--- src/rtl/uart_pkg.sv ---
// uart_pkg: shared types and constants for the UART receive path.
//   rx_state_t   - receiver FSM encoding (2-bit)
//   UART_DATA_W  - payload width of one frame
//   bit_period() - clock cycles per bit, P = freq / speed (truncating)
package uart_pkg;

  localparam int UART_DATA_W = 8;

  typedef enum logic [1:0] {
    IDLE      = 2'd0,
    START_BIT = 2'd1,
    RECV_DATA = 2'd2,
    STOP_BIT  = 2'd3
  } rx_state_t;

  function automatic logic [31:0] bit_period(input logic [31:0] freq,
                                             input logic [31:0] speed);
    return freq / speed;
  endfunction

endpackage

--- src/rtl/uart_rx_sync.sv ---
// uart_rx_sync: brings the asynchronous RX pin into the clk_i domain.
//   clk_i   - system clock
//   rst_i   - synchronous active-high reset (all flops reset to idle level 1)
//   rx_i    - raw serial line
//   rx_s2_o - synchronised line level
//   fall_o  - high for one cycle when the synchronised line goes 1 -> 0
module uart_rx_sync (
  input  logic clk_i,
  input  logic rst_i,
  input  logic rx_i,
  output logic rx_s2_o,
  output logic fall_o
);

  logic rx_s1_q, rx_s2_q, rx_s3_q;

  always_ff @(posedge clk_i) begin
    if (rst_i) begin
      rx_s1_q <= 1'b1;
      rx_s2_q <= 1'b1;
      rx_s3_q <= 1'b1;
    end else begin
      rx_s1_q <= rx_i;
      rx_s2_q <= rx_s1_q;
      rx_s3_q <= rx_s2_q;
    end
  end

  assign rx_s2_o = rx_s2_q;
  // rx_s3 is only a history bit; a line that stays low never re-fires.
  assign fall_o  = ~rx_s2_q & rx_s3_q;

endmodule

--- src/rtl/uart_rx.sv ---
// uart_rx: 8N1 serial receiver, LSB first, idle-high line.
//   clk_i       - system clock, all logic on rising edge
//   rst_i       - synchronous active-high reset
//   rx_i        - asynchronous serial line
//   data_o      - last correctly framed byte, held until the next good frame
//   valid_o     - one-cycle pulse, data_o updated this cycle
//   frame_err_o - one-cycle pulse, stop bit sampled low, data_o unchanged
//   busy_o      - receiver is not idle
module uart_rx
  import uart_pkg::*;
#(
  parameter int unsigned FREQ_CLK = 100000000,
  parameter int unsigned RX_SPEED = 115200
) (
  input  logic                   clk_i,
  input  logic                   rst_i,
  input  logic                   rx_i,
  output logic [UART_DATA_W-1:0] data_o,
  output logic                   valid_o,
  output logic                   frame_err_o,
  output logic                   busy_o
);

  localparam logic [31:0] P = bit_period(FREQ_CLK, RX_SPEED);
  localparam logic [31:0] H = P >> 1;

  logic rx_s2, rx_fall;

  uart_rx_sync u_sync (
    .clk_i   (clk_i),
    .rst_i   (rst_i),
    .rx_i    (rx_i),
    .rx_s2_o (rx_s2),
    .fall_o  (rx_fall)
  );

  rx_state_t              state_q, state_d;
  logic [31:0]            cnt_q, cnt_d;
  logic [2:0]             bit_idx_q, bit_idx_d;
  logic [UART_DATA_W-1:0] shift_q, shift_d;
  logic [UART_DATA_W-1:0] data_q, data_d;
  logic                   valid_q, valid_d;
  logic                   frame_err_q, frame_err_d;

  logic half_tick, full_tick;
  assign half_tick = (cnt_q == H - 32'd1);
  assign full_tick = (cnt_q == P - 32'd1);

  // State register
  always_ff @(posedge clk_i) begin
    if (rst_i) state_q <= IDLE;
    else       state_q <= state_d;
  end

  // Next-state logic
  always_comb begin
    state_d = state_q;
    unique case (state_q)
      IDLE:      if (rx_fall) state_d = START_BIT;
      // A start bit that is high again at mid-period was a glitch.
      START_BIT: if (half_tick) state_d = rx_s2 ? IDLE : RECV_DATA;
      RECV_DATA: if (full_tick && bit_idx_q == 3'd7) state_d = STOP_BIT;
      // Leaving at mid-stop-bit leaves half a bit to catch the next start edge.
      STOP_BIT:  if (full_tick) state_d = IDLE;
      default:   state_d = IDLE;
    endcase
  end

  // Output / datapath logic
  always_comb begin
    cnt_d       = cnt_q + 32'd1;
    bit_idx_d   = bit_idx_q;
    shift_d     = shift_q;
    data_d      = data_q;
    valid_d     = 1'b0;
    frame_err_d = 1'b0;

    // The counter restarts on every state change and on every data sample.
    if (state_q == IDLE || state_d != state_q) cnt_d = '0;

    unique case (state_q)
      START_BIT: if (half_tick) bit_idx_d = '0;
      RECV_DATA: begin
        if (full_tick) begin
          cnt_d     = '0;
          shift_d   = {rx_s2, shift_q[UART_DATA_W-1:1]};
          bit_idx_d = bit_idx_q + 3'd1;
        end
      end
      STOP_BIT: begin
        if (full_tick) begin
          if (rx_s2) begin
            data_d  = shift_q;
            valid_d = 1'b1;
          end else begin
            frame_err_d = 1'b1;
          end
        end
      end
      default: ;
    endcase
  end

  always_ff @(posedge clk_i) begin
    if (rst_i) begin
      cnt_q       <= '0;
      bit_idx_q   <= '0;
      shift_q     <= '0;
      data_q      <= '0;
      valid_q     <= 1'b0;
      frame_err_q <= 1'b0;
    end else begin
      cnt_q       <= cnt_d;
      bit_idx_q   <= bit_idx_d;
      shift_q     <= shift_d;
      data_q      <= data_d;
      valid_q     <= valid_d;
      frame_err_q <= frame_err_d;
    end
  end

  assign data_o      = data_q;
  assign valid_o     = valid_q;
  assign frame_err_o = frame_err_q;
  assign busy_o      = (state_q != IDLE);

endmodule

--- config.mk ---
export PLATFORM = sky130hd
export DESIGN_NAME = uart_rx
export DESIGN_NICKNAME = d
export VERILOG_FILES = /design/src/rtl/uart_pkg.sv /design/src/rtl/uart_rx_sync.sv /design/src/rtl/uart_rx.sv
export SDC_FILE = /design/constraint.sdc
export NUM_CORES = 1
export LEC_CHECK = 0
export CORE_MARGIN = 5
export CORE_UTILIZATION = 50
export CTS_CLUSTER_SIZE = 12
export DETAILED_ROUTE_END_ITERATION = 7
export GPL_TIMING_DRIVEN = 0
export PLACE_DENSITY_LB_ADDON = 0.1
export SETUP_SLACK_MARGIN = 0.5
export SYNTH_ARGS = -nofsm -noshare
export SYNTH_HDL_FRONTEND = slang
export SYNTH_SLANG_ARGS = --single-unit
--- constraint.sdc ---
create_clock -name clk_i -period 2.1 [get_ports clk_i]
set_clock_uncertainty 0.2 [all_clocks]
set_input_delay 0.63 -clock clk_i [delete_from_list [all_inputs] [get_ports clk_i]]
set_output_delay 0.63 -clock clk_i [all_outputs]
set_load 0.01 [all_outputs]
Word-level counts from Yosys, hierarchy flattened
Index checks and enable logic that the tools add are counted.
{"block": "word_totals", "register_bits": 58, "inputBits": 3, "output_inout_bits": 11, "elab_cells": 48}
{"block": "op_classes", "add_sub_neg": 2, "eq_ne": 9, "muxes": 14, "bitwise_logic": 4, "n_reduce_logical": 9}
{"operator": "$mux W32", "count": 3}
{"operator": "$add A32 B1 Y32 const B", "count": 1}
{"operator": "$eq A32 B10 Y1 const B", "count": 1}
{"operator": "$eq A32 B9 Y1 const B", "count": 1}
{"operator": "$mux W2", "count": 5}
{"operator": "$pmux W2 S4", "count": 1}
{"operator": "$mux W3", "count": 2}
{"operator": "$pmux W3 S2", "count": 1}
{"operator": "$reduce_and A3 Y1", "count": 2}
{"operator": "$eq A2 B2 Y1 const B", "count": 2}
{"operator": "$ne A2 B2 Y1 const B", "count": 2}
{"operator": "$reduce_bool A2 Y1", "count": 2}
{"operator": "$add A3 B1 Y3 const B", "count": 1}
{"operator": "$eq A3 B3 Y1 const B", "count": 1}
{"operator": "$not A1 Y1", "count": 3}
{"operator": "$reduce_or A3 Y1", "count": 1}
{"operator": "$eq A2 B1 Y1 const B", "count": 1}
{"operator": "$logic_not A2 Y1", "count": 1}
{"operator": "$mux W1", "count": 2}
{"operator": "$ne A2 B2 Y1", "count": 1}
{"operator": "$reduce_and A2 Y1", "count": 1}
{"operator": "$and A1 B1 Y1", "count": 1}
{"operator": "$logic_and A1 B1 Y1", "count": 1}
{"operator": "$logic_or A1 B1 Y1", "count": 1}

Logic depth before layout (Yosys ltp)
Gate-level depths: netlist of the first run.
{"block": "depth", "ltp_word": 9, "depth_mapped": 7, "mapped_depth_nobuf": 6}

Modules after synthesis
A second synthesis of the first run with hierarchy kept.
{"block": "unflattened", "cells_unflattened": 278, "hier_area_um2": 2556.2}
{"mod": "uart_rx", "n_inst": 1, "cells_per_inst": 271, "area_each_um2": 2471.1, "seq_area_each_um2": 1101.1}
{"mod": "uart_rx_sync", "n_inst": 1, "cells_per_inst": 7, "area_each_um2": 85.1, "seq_area_each_um2": 60.1}

Least setup slack after synthesis of the first run
OpenSTA, ideal clock, no wires.
{"block": "synth_path", "path_type": "register to register", "startpoint": "register cnt_q[0]", "endpoint": "register shift_q[0]", "setup_ns": 0.117, "arrival_time_ns": 1.990, "required_ns": 1.783, "setup_slack_ns": -0.207, "path_stages_with_launch": 7, "n_path_buf": 0, "synth_period_minus_slack_ns": 2.307, "path_cell_list": "dfxtp_1 ha_1 nand4_1 or4b_4 nor4_4 mux2i_1 nor2_1"}
{"block": "synth_between", "elab_chain_len": 2}
{"element": "start, declared", "line": "uart_rx.sv:38", "source": "logic [31:0] cnt_q, cnt_d;"}
{"element": "start signal, assigned", "line": "uart_rx.sv:113", "source": "cnt_q <= cnt_d;"}
{"element": "$eq A32 B10 Y1", "line": "uart_rx.sv:47", "source": "assign full_tick = (cnt_q == P - 32'd1);"}
{"element": "$reduce_and A2 Y1 (no line)"}
{"element": "end signal, assigned", "line": "uart_rx.sv:115", "source": "shift_q <= shift_d;"}
{"element": "end, declared", "line": "uart_rx.sv:40", "source": "logic [UART_DATA_W-1:0] shift_q, shift_d;"}
Every way passes these cells.
A chain may end at the register's enable or synchronous reset.

Worst setup path after layout of the first run
{"block": "layout_path", "startpoint": "register cnt_q[0]", "endpoint": "register cnt_q[4]"}
{"block": "layout_between", "elab_chain_len": 9, "elab_cells_between_ends": 13, "classes_between": "1 x add/sub; 3 x eq/ne; 7 x mux; 2 x reduce/logical"}
{"element": "$eq A32 B10 Y1", "line": "uart_rx.sv:47"}
{"element": "$logic_and A1 B1 Y1", "line": "uart_rx.sv:62", "source": "RECV_DATA: if (full_tick && bit_idx_q == 3'd7) state_d = STOP_BIT;"}
{"element": "$mux W2", "line": "uart_rx.sv:62"}
{"element": "$pmux W2 S4", "line": "uart_rx.sv:58", "source": "unique case (state_q)"}
{"element": "$ne A2 B2 Y1", "line": "uart_rx.sv:79", "source": "if (state_q == IDLE || state_d != state_q) cnt_d = '0;"}
{"element": "$logic_or A1 B1 Y1", "line": "uart_rx.sv:79"}
{"element": "$mux W32", "line": "uart_rx.sv:79"}
{"element": "$mux W32", "line": "uart_rx.sv:84", "source": "if (full_tick) begin"}
{"element": "$mux W32 *", "line": "uart_rx.sv:81", "source": "unique case (state_q)"}
Mark *: on every way between the ends. The rest lies on a longest branch, timed or not.

==> out/results.txt, run 1 <==
Mux contribution to synthesized area: 6.57%. After Yosys synthesis, full adders, half adders and majority gates account for 1.93% of the synthesized area. The global-route layer with the greatest usage is met2. In this run, distinct cell masters in the synthesized netlist total 38.

The cell repeated most along the worst path was sky130_fd_sc_hd__buf_6. Synthesis handed over a netlist of 284 instances. By area, the combinational part of the netlist is dominated by simple AND/OR/NAND/NOR gates.

The checks that failed: negative setup slack. From left edge to right edge, the die measures 82.0 um. Entering global routing, the biggest net connects 13 pins. The largest individual stage delay along the critical path comes from the cell sky130_fd_sc_hd__a211o_4. The overall die area was 0.00672 mm2; the met2 layer usage reported by global route was 32.8%.

Measured along the y axis, the die boundary spans 82.0 um. Across every metal layer, demand over resource in global routing totals 19.9%. After layout, the worst path uses 102% of the clock period.

The most common library cell in the layout ignoring fill and taps is sky130_fd_sc_hd__nor2_1. The critical-path maximum fanout is 7. The clock buffer count from CTS was 9. For the count of final max-slew check failures, the log shows 0. The pre-antenna-repair detailed-routing pass consisted of 4 iterations. Final design instance area without fill: 0.00391 mm2.

In the routed layout, each cell is associated on average with a via count of 5.46. Summing the areas of all compound-gate instances in the mapped netlist gives 2.71% of the synthesized area. Timing analysis after detailed placement gives a worst setup slack of -0.382 ns. The tools report the buffer type at the clock tree root as sky130_fd_sc_hd__clkbuf_8. STA classifies the critical path endpoint as a flop.

The logs give 51.0% for the effective utilization at floorplan and 3.52 mm for the detailed placement HPWL. In this run the core area contains 26 standard-cell rows. A synthesized cell averages 9.12 um2. The final global-route overflow total was 0; the layout overhead on the synthesized area was 51.2%. The flow ran to the end, but the final reports show violations.

Measured against its own limit, the worst slew margin works out to 60.4%. The worst hold path belongs to the class flop to flop. In this run the count of I/O pins placed on the die edge is 14. The number of max-cap violations is 0, and the minimum clock period is 2.14 ns. Walking the worst path, the cells encountered are ha_4, buf_6, buf_6, nand3b_1, nor4_4, a21bo_2, a211o_4, clkbuf_16, nor2_1.

Setup violations remaining at the end of the flow were counted as 10. Biggest cell delay along the critical path: 0.42 ns. The overall power consumption was 2.33 mW; the share of synthesized cell area in and, or, nand and nor gates was 30.6%.

The number of buffers and inverters on the critical path is 3. The worst voltage drop across the vdd grid is 0.581 mV. STA classifies the critical path startpoint as a flop. Dividing total power by cell area gives a power density of 596 mW/mm2. Synthesis inferred 58 register bits. The critical path required time is 2.17 ns.

The wire length reported by the detailed router is 6.43 mm, and the final estimated routing congestion in global placement is 0.789. Total negative slack for setup checks: -0.102 ns. Area of placed instances: 0.00289 mm2. The count of hold buffers inserted by post-cts repair came out at 0.

The total via count after detailed routing is 2256, and the number of diodes is 0. The final layout net count was 345; the number of sinks on the clock net was 58. TritonCTS built the clock tree. The transition time at the pin with the least slew margin works out to 0.589 ns.

The critical path is of the flop to flop type. The tools report the register area share after synthesis as 44.9%. The detailed router finished its first iteration with 95 violations.

The peak clock frequency supported by timing is 467 MHz. The logs give 2.21 ns for the worst endpoint data arrival time and 0 for the total of warnings raised by yosys. The first global-routing pass estimated 10.1 mm of wire.

After detailed routing, the average wire length per cell comes to 15.6 um. The hold violation total from the final report was 0; the H-tree depth was 3. The leakage power is 1.28 nW, and the mapped cell area is 0.00259 mm2. In the routed design, unresolved DRC markers number 0.

Clock edge transition at the registers on the reported setup and hold paths: 0.07 ns. The number of global-route vias before repair is 2140. The logs give 0 for the number of antenna violations at the first check in global routing and 0 for the residual antenna-violating net count after detailed routing. The core region is 0.00507 mm2. The later pin in the worst-skew pair is clocked with a latency of 0.34 ns. Synthesis produced a netlist with a net count of 291.

Cells fill 77.1% of the core in the end. The post-synthesis share of cell area spent on xor and xnor gates works out to 10.1%. During placement, the flow inserted port buffers numbering 12. Setup repair after global routing could not meet its margin everywhere. The kind of cell adding the most delay to the critical path was compound AO/OA/AOI/OAI gates. For this run, global-route usage on met3 was measured as 5.59%. For the post-layout worst setup margin, the log shows -0.0407 ns.

The library cells used most frequently in the layout, excluding fill and tap cells, are sky130_fd_sc_hd__nor2_1, sky130_fd_sc_hd__dfxtp_1, sky130_fd_sc_hd__xnor2_1, sky130_fd_sc_hd__dfxtp_2, sky130_fd_sc_hd__buf_6. The met1 layer usage reported by global route was 23.6%; the worst-case clock buffer depth was 2. Cells with a size suffix above 1 make up 49.6% of the layout.
[power breakdown]
part	total, mW	internal (mW)	switching (mW)	leakage (nW)
clock	1.17	0.675	0.495	0.106
combinational	0.0615	0.0282	0.0333	0.688
sequential	1.10	1.10	0.00462	0.483
total	2.33	1.80	0.533	1.28
[flip-flops by register name, summed over array words and instances (netlist names)]
signal / flops
bit_idx_q: 3
cnt_q: 32
data_o: 8
frame_err_o: 1
shift_q: 8
state_q: 2
u_sync.rx_s1_q: 1
u_sync.rx_s2_o: 1
u_sync.rx_s3_q: 1
valid_o: 1
[metrics by stage]
step	cells	hold slack, ns
after CTS	405	0.229
after detailed placement	366	0.204
after floorplan	284	0.189
final	413	0.226
after global routing	413	0.245
after global placement	366	0.191
[metal layers]
| layer | vias up | share of wire, % |
|---|---|---|
| li1 | 1098 | - |
| met4 | 0 | 3.3 |
| met3 | 18 | 3.3 |
| met2 | 40 | 51 |
| met1 | 1100 | 43 |
| met5 | - | 0 |
[cell families (layout without fill, tap and decap cells)]
family / count (synthesis) / count (layout)
and+or+nand+nor: 147 / 147
DFF: 58 / 58
xor gates and xnor gates: 30 / 30
buffers and inverters: 18 / 77
muxes: 17 / 17
AOI/OAI and AO/OA: 10 / 10
adders and majority gates: 4 / 4
[worst reg2reg max path, cell delays in order (launching register included)]
cell                        delay, ns
sky130_fd_sc_hd__dfxtp_4         0.36
sky130_fd_sc_hd__ha_4            0.17
sky130_fd_sc_hd__buf_6           0.12
sky130_fd_sc_hd__buf_6           0.11
sky130_fd_sc_hd__nand3b_1        0.12
sky130_fd_sc_hd__nor4_4          0.07
sky130_fd_sc_hd__a21bo_2         0.22
sky130_fd_sc_hd__a211o_4         0.42
sky130_fd_sc_hd__clkbuf_16       0.20
sky130_fd_sc_hd__nor2_1          0.09
[synthesized netlist by cell type]
cell	number	area (um2)
sky130_fd_sc_hd__a211o_1	1	8.76
sky130_fd_sc_hd__a211oi_1	2	15.0
sky130_fd_sc_hd__a21bo_2	1	10.0
sky130_fd_sc_hd__a21oi_1	4	20.0
sky130_fd_sc_hd__and3_1	3	18.8
sky130_fd_sc_hd__and3_2	1	7.51
sky130_fd_sc_hd__and4_1	4	35.0
sky130_fd_sc_hd__and4_2	1	10.0
sky130_fd_sc_hd__and4bb_2	1	12.5
sky130_fd_sc_hd__buf_1	1	3.75
sky130_fd_sc_hd__buf_2	2	10.0
sky130_fd_sc_hd__buf_4	3	22.5
sky130_fd_sc_hd__clkbuf_1	4	15.0
sky130_fd_sc_hd__dfxtp_1	58	1160
sky130_fd_sc_hd__ha_1	4	50.1
sky130_fd_sc_hd__inv_1	8	30.0
sky130_fd_sc_hd__mux2i_1	17	170
sky130_fd_sc_hd__nand2_1	16	60.1
sky130_fd_sc_hd__nand2b_1	2	12.5
sky130_fd_sc_hd__nand3_1	18	90.1
sky130_fd_sc_hd__nand3b_1	1	7.51
sky130_fd_sc_hd__nand4_1	5	31.3
sky130_fd_sc_hd__nand4_2	1	12.5
sky130_fd_sc_hd__nand4b_1	1	8.76
sky130_fd_sc_hd__nor2_1	62	233
sky130_fd_sc_hd__nor2b_1	1	6.26
sky130_fd_sc_hd__nor3_1	5	25.0
sky130_fd_sc_hd__nor4_1	13	81.3
sky130_fd_sc_hd__nor4_2	3	37.5
sky130_fd_sc_hd__nor4_4	2	42.5
sky130_fd_sc_hd__nor4b_1	1	8.76
sky130_fd_sc_hd__nor4bb_1	2	20.0
sky130_fd_sc_hd__o21bai_1	1	7.51
sky130_fd_sc_hd__o41ai_1	1	8.76
sky130_fd_sc_hd__or2_2	3	18.8
sky130_fd_sc_hd__or4b_4	1	13.8
sky130_fd_sc_hd__xnor2_1	24	210
sky130_fd_sc_hd__xor2_1	6	52.6
[timing repair]
item,CTS,global route
pin swaps,25,21
gates resized for setup,125,56
buffers inserted,23,5
endpoints found under the setup margin,66,66
endpoints found under the hold margin,0,0
gates cloned,0,3
[layout make-up]
cell class | count | area, um2
clock buffers | 9 | 124
clock inverters | 7 | 101
plain buffers | 10 | 124
fillers | 364 | 1160
flip-flops and latches | 58 | 1210
repair buffers | 43 | 425
multi-input cells | 208 | 1810
inverters | 8 | 30.0
well taps | 70 | 87.6
[worst paths after layout]
| path | startpoint | endpoint | slack [ns] | depth (start not counted) |
|---|---|---|---|---|
| min reg2reg | u_sync.rx_s1_q | u_sync.rx_s2_o | 0.23 | 1 |
| max | cnt_q[0] | cnt_q[4] | -0.04 | 9 |
| min | u_sync.rx_s1_q | u_sync.rx_s2_o | 0.23 | 1 |
| max reg2reg | cnt_q[0] | cnt_q[4] | -0.04 | 9 |
Power figures use the tool's default switching activity.
==> inputs of run 2 (changes only) <==
- SLEW_MARGIN: unset -> 20
==> results of run 2 <==
The final DEF is identical to that of run 1; final timing and power are the same.
==> inputs of run 3 (changes only) <==
- CORE_ASPECT_RATIO: unset -> 0.7
==> run 3 against run 2 <==
The run still ends with negative setup slack left. Sequential power about the same. Global-route usage decreased by 1.3 points. Flip-flop and latch count unchanged. Count of clock-buffer cells in the layout unchanged. Die area increased by 0.34%. Combinational power decreased by 34%. Cell area decreased by 10%. Worst hold slack got worse by 0.014 ns. Critical path type unchanged. Critical endpoint is now shift_q[3]. Largest cell class unchanged.
==> out/results.txt, run 3 (synthesis results as in run 1) <==
Global routing finished with a remaining overflow of 0. The core region is 0.00489 mm2. The worst hold path belongs to the class flop to flop. The tools report the number of antenna violations at the first check in global routing as 0. Data on the critical path is required at its endpoint by 2.13 ns. The residual antenna-violating net count after detailed routing was 0; the horizontal extent of the die was 96 um.

Number of sinks on the clock net: 58. Across all hold checks on the routed design, the worst slack comes to 0.212 ns. The wire length reported by the detailed router was 5.69 mm. The logs give 2.16 ns for the worst endpoint data arrival time and 9 for the clock buffer count from CTS. The final reports fail on negative setup slack. The number of max-cap violations is 0, and the setup slack after placement is -0.428 ns. TritonCTS built the clock tree. In this design, the stage delay of the slowest critical-path cell is 0.52 ns. At the end of the flow, the number of nets in the layout was 335.

The register with the most flip-flops in the layout has 32 of them. Derived from the worst setup path, the maximum achievable clock frequency is 471 MHz. The worst setup path is captured at a flop. The critical path goes through ha_4, buf_4, nand4_1, or4b_4, nor4_4, buf_12, mux2i_2, nor2_1. Across the VDD grid, the largest voltage drop is 0.453 mV. For the post-layout worst setup margin, the log shows -0.0220 ns. For this run, the total global-route usage over all layers was measured as 18.5%.

Setup repair after global routing could not meet its margin everywhere. For this run, design rule violations remaining after detail routing come to 0. Register with the highest flop count: cnt_q. The run gives 0 as the hold violation total from the final report. The run gives 21 as the number of core rows. The minimum clock period came out at 2.12 ns. The total via count after detailed routing is 2098, and the number of placed instances, taps included is 365. In this run the deepest clock path goes through 2 buffers. The floorplan step defined a die boundary enclosing 0.00674 mm2. 14 I/O pins were placed. The H-tree generated during clock tree synthesis spans 3 levels.

The library cell used most frequently in the layout, excluding fill and tap cells, is sky130_fd_sc_hd__nor2_1. After routing the design area is 0.00352 mm2. Leaving out fill and tap cells, the most frequent cells in the layout are sky130_fd_sc_hd__nor2_1, sky130_fd_sc_hd__dfxtp_1, sky130_fd_sc_hd__xnor2_1, sky130_fd_sc_hd__dfxtp_2, sky130_fd_sc_hd__buf_4. 0 antenna diodes ended up in the layout.

Of all nets on the critical path, the largest fanout is 8. Measured along the y axis, the die boundary spans 70.2 um. Compared with the post-synthesis result, the final layout area differs by 36.0%. The effective utilization at floorplan is 53.0%, and the largest net degree at the start of global routing is 12. The area of placed instances is 0.00289 mm2, and the transition time at the pin with the least slew margin is 0.571 ns.

The first-pass detailed-route iteration total is 4, and the clock insertion delay at the later pin of the skew report is 0.34 ns. The via density per instance works out to 5.22. Headroom to the max-slew limit came out at 61.6%. After detailed routing, the average wire length per cell comes to 14.2 um.

Leaving out filler cells and counting taps, the final layout contains 402. The number of port buffers works out to 12. The run gives 2041 as the number of global-route vias before repair. For this run, the share of the core covered by cells in the final layout is 72.0%.

The final cycle utilization of the critical path came out at 101%. The nature of the critical path startpoint is a flop. For the number of design-rule violations left by the first detailed-router iteration, the log shows 90. For this design, the slowest cell found on the critical path is sky130_fd_sc_hd__or4b_4. The post-route netlist has 37.8% of its cells at a drive strength greater than 1. The total power density per cell area is 642 mW/mm2, and the detailed placement HPWL is 3.51 mm.

The logs give 0.783 for the final estimated routing congestion in global placement and 4 for the total setup violations reported at the end of the flow. In this run the static leakage power is 1.15 nW. After clock tree synthesis, the clock-pin slew on the worst setup and hold paths is 0.07 ns. The run finished, with violations left. The type of the worst setup path is flop to flop. The count of hold buffers inserted by post-cts repair is 0. The tree is rooted in a sky130_fd_sc_hd__clkbuf_8. The first global-routing pass estimated 9.74 mm of wire. The count of final max-slew check failures was 0.
## run 3: cell count changes in the layout (fill, tap and decap cells not counted), sizes merged
cell / before / now
buf: 48 / 40
clkinv: 2 / 3
inv: 9 / 8
clkbuf: 13 / 11
## run 3: layout make-up
| class | instances | area [um2] |
|---|---|---|
| flip-flops and latches | 58 | 1200 |
| well taps | 69 | 86.3 |
| inverters | 8 | 30.0 |
| fillers | 382 | 1370 |
| repair buffers | 33 | 307 |
| clock buffers | 9 | 124 |
| clock inverters | 7 | 93.8 |
| plain buffers | 10 | 95.1 |
| multi-input cells | 208 | 1580 |
## run 3: critical path: cells and delay by family, from the launching register on
kind / cells / cell delay (ns)
and+or+nand+nor: 4 / 0.85
DFF: 1 / 0.36
muxes: 1 / 0.21
adders and majority gates: 1 / 0.13
buffers and inverters: 2 / 0.28
## run 3: where the power goes
| part | switching [mW] | leakage, nW | total, mW | internal [mW] |
|---|---|---|---|---|
| Clock | 0.453 | 0.105 | 1.12 | 0.665 |
| Sequential | 0.00469 | 0.482 | 1.10 | 1.10 |
| Combinational | 0.0230 | 0.563 | 0.0405 | 0.0175 |
## run 3: per-layer routing
layer  up-vias  global-route usage (%)  wire length [um]
li1       1073                       -                 -
met1       984                    26.8              2930
met2        33                    25.4              2460
met3         8                    6.33               228
met4         0                    6.15                78
met5         -                       0                 0
## run 3: worst paths after layout
| kind | start | endpoint | slack (ns) | cells after the start |
|---|---|---|---|---|
| min | u_sync.rx_s1_q | u_sync.rx_s2_o | 0.21 | 1 |
| max | cnt_q[1] | shift_q[3] | -0.02 | 8 |
| max reg2reg | cnt_q[1] | shift_q[3] | -0.02 | 8 |
| min reg2reg | u_sync.rx_s1_q | u_sync.rx_s2_o | 0.21 | 1 |
## run 3: per-stage QoR
step	setup TNS, ns	power (mW)
after floorplan	-0.197	1.16
after global placement	-6.28	1.17
after detailed placement	-7.78	1.17
after CTS	-0.525	2.29
after global routing	-3.20	2.34
final	-0.0514	2.26
## run 3: repair_timing
item,CTS,global route
gates resized for setup,97,20
hold endpoints to repair,0,0
gates cloned,0,0
setup buffers,16,5
endpoints found under the setup margin,66,66
pin swaps,20,16
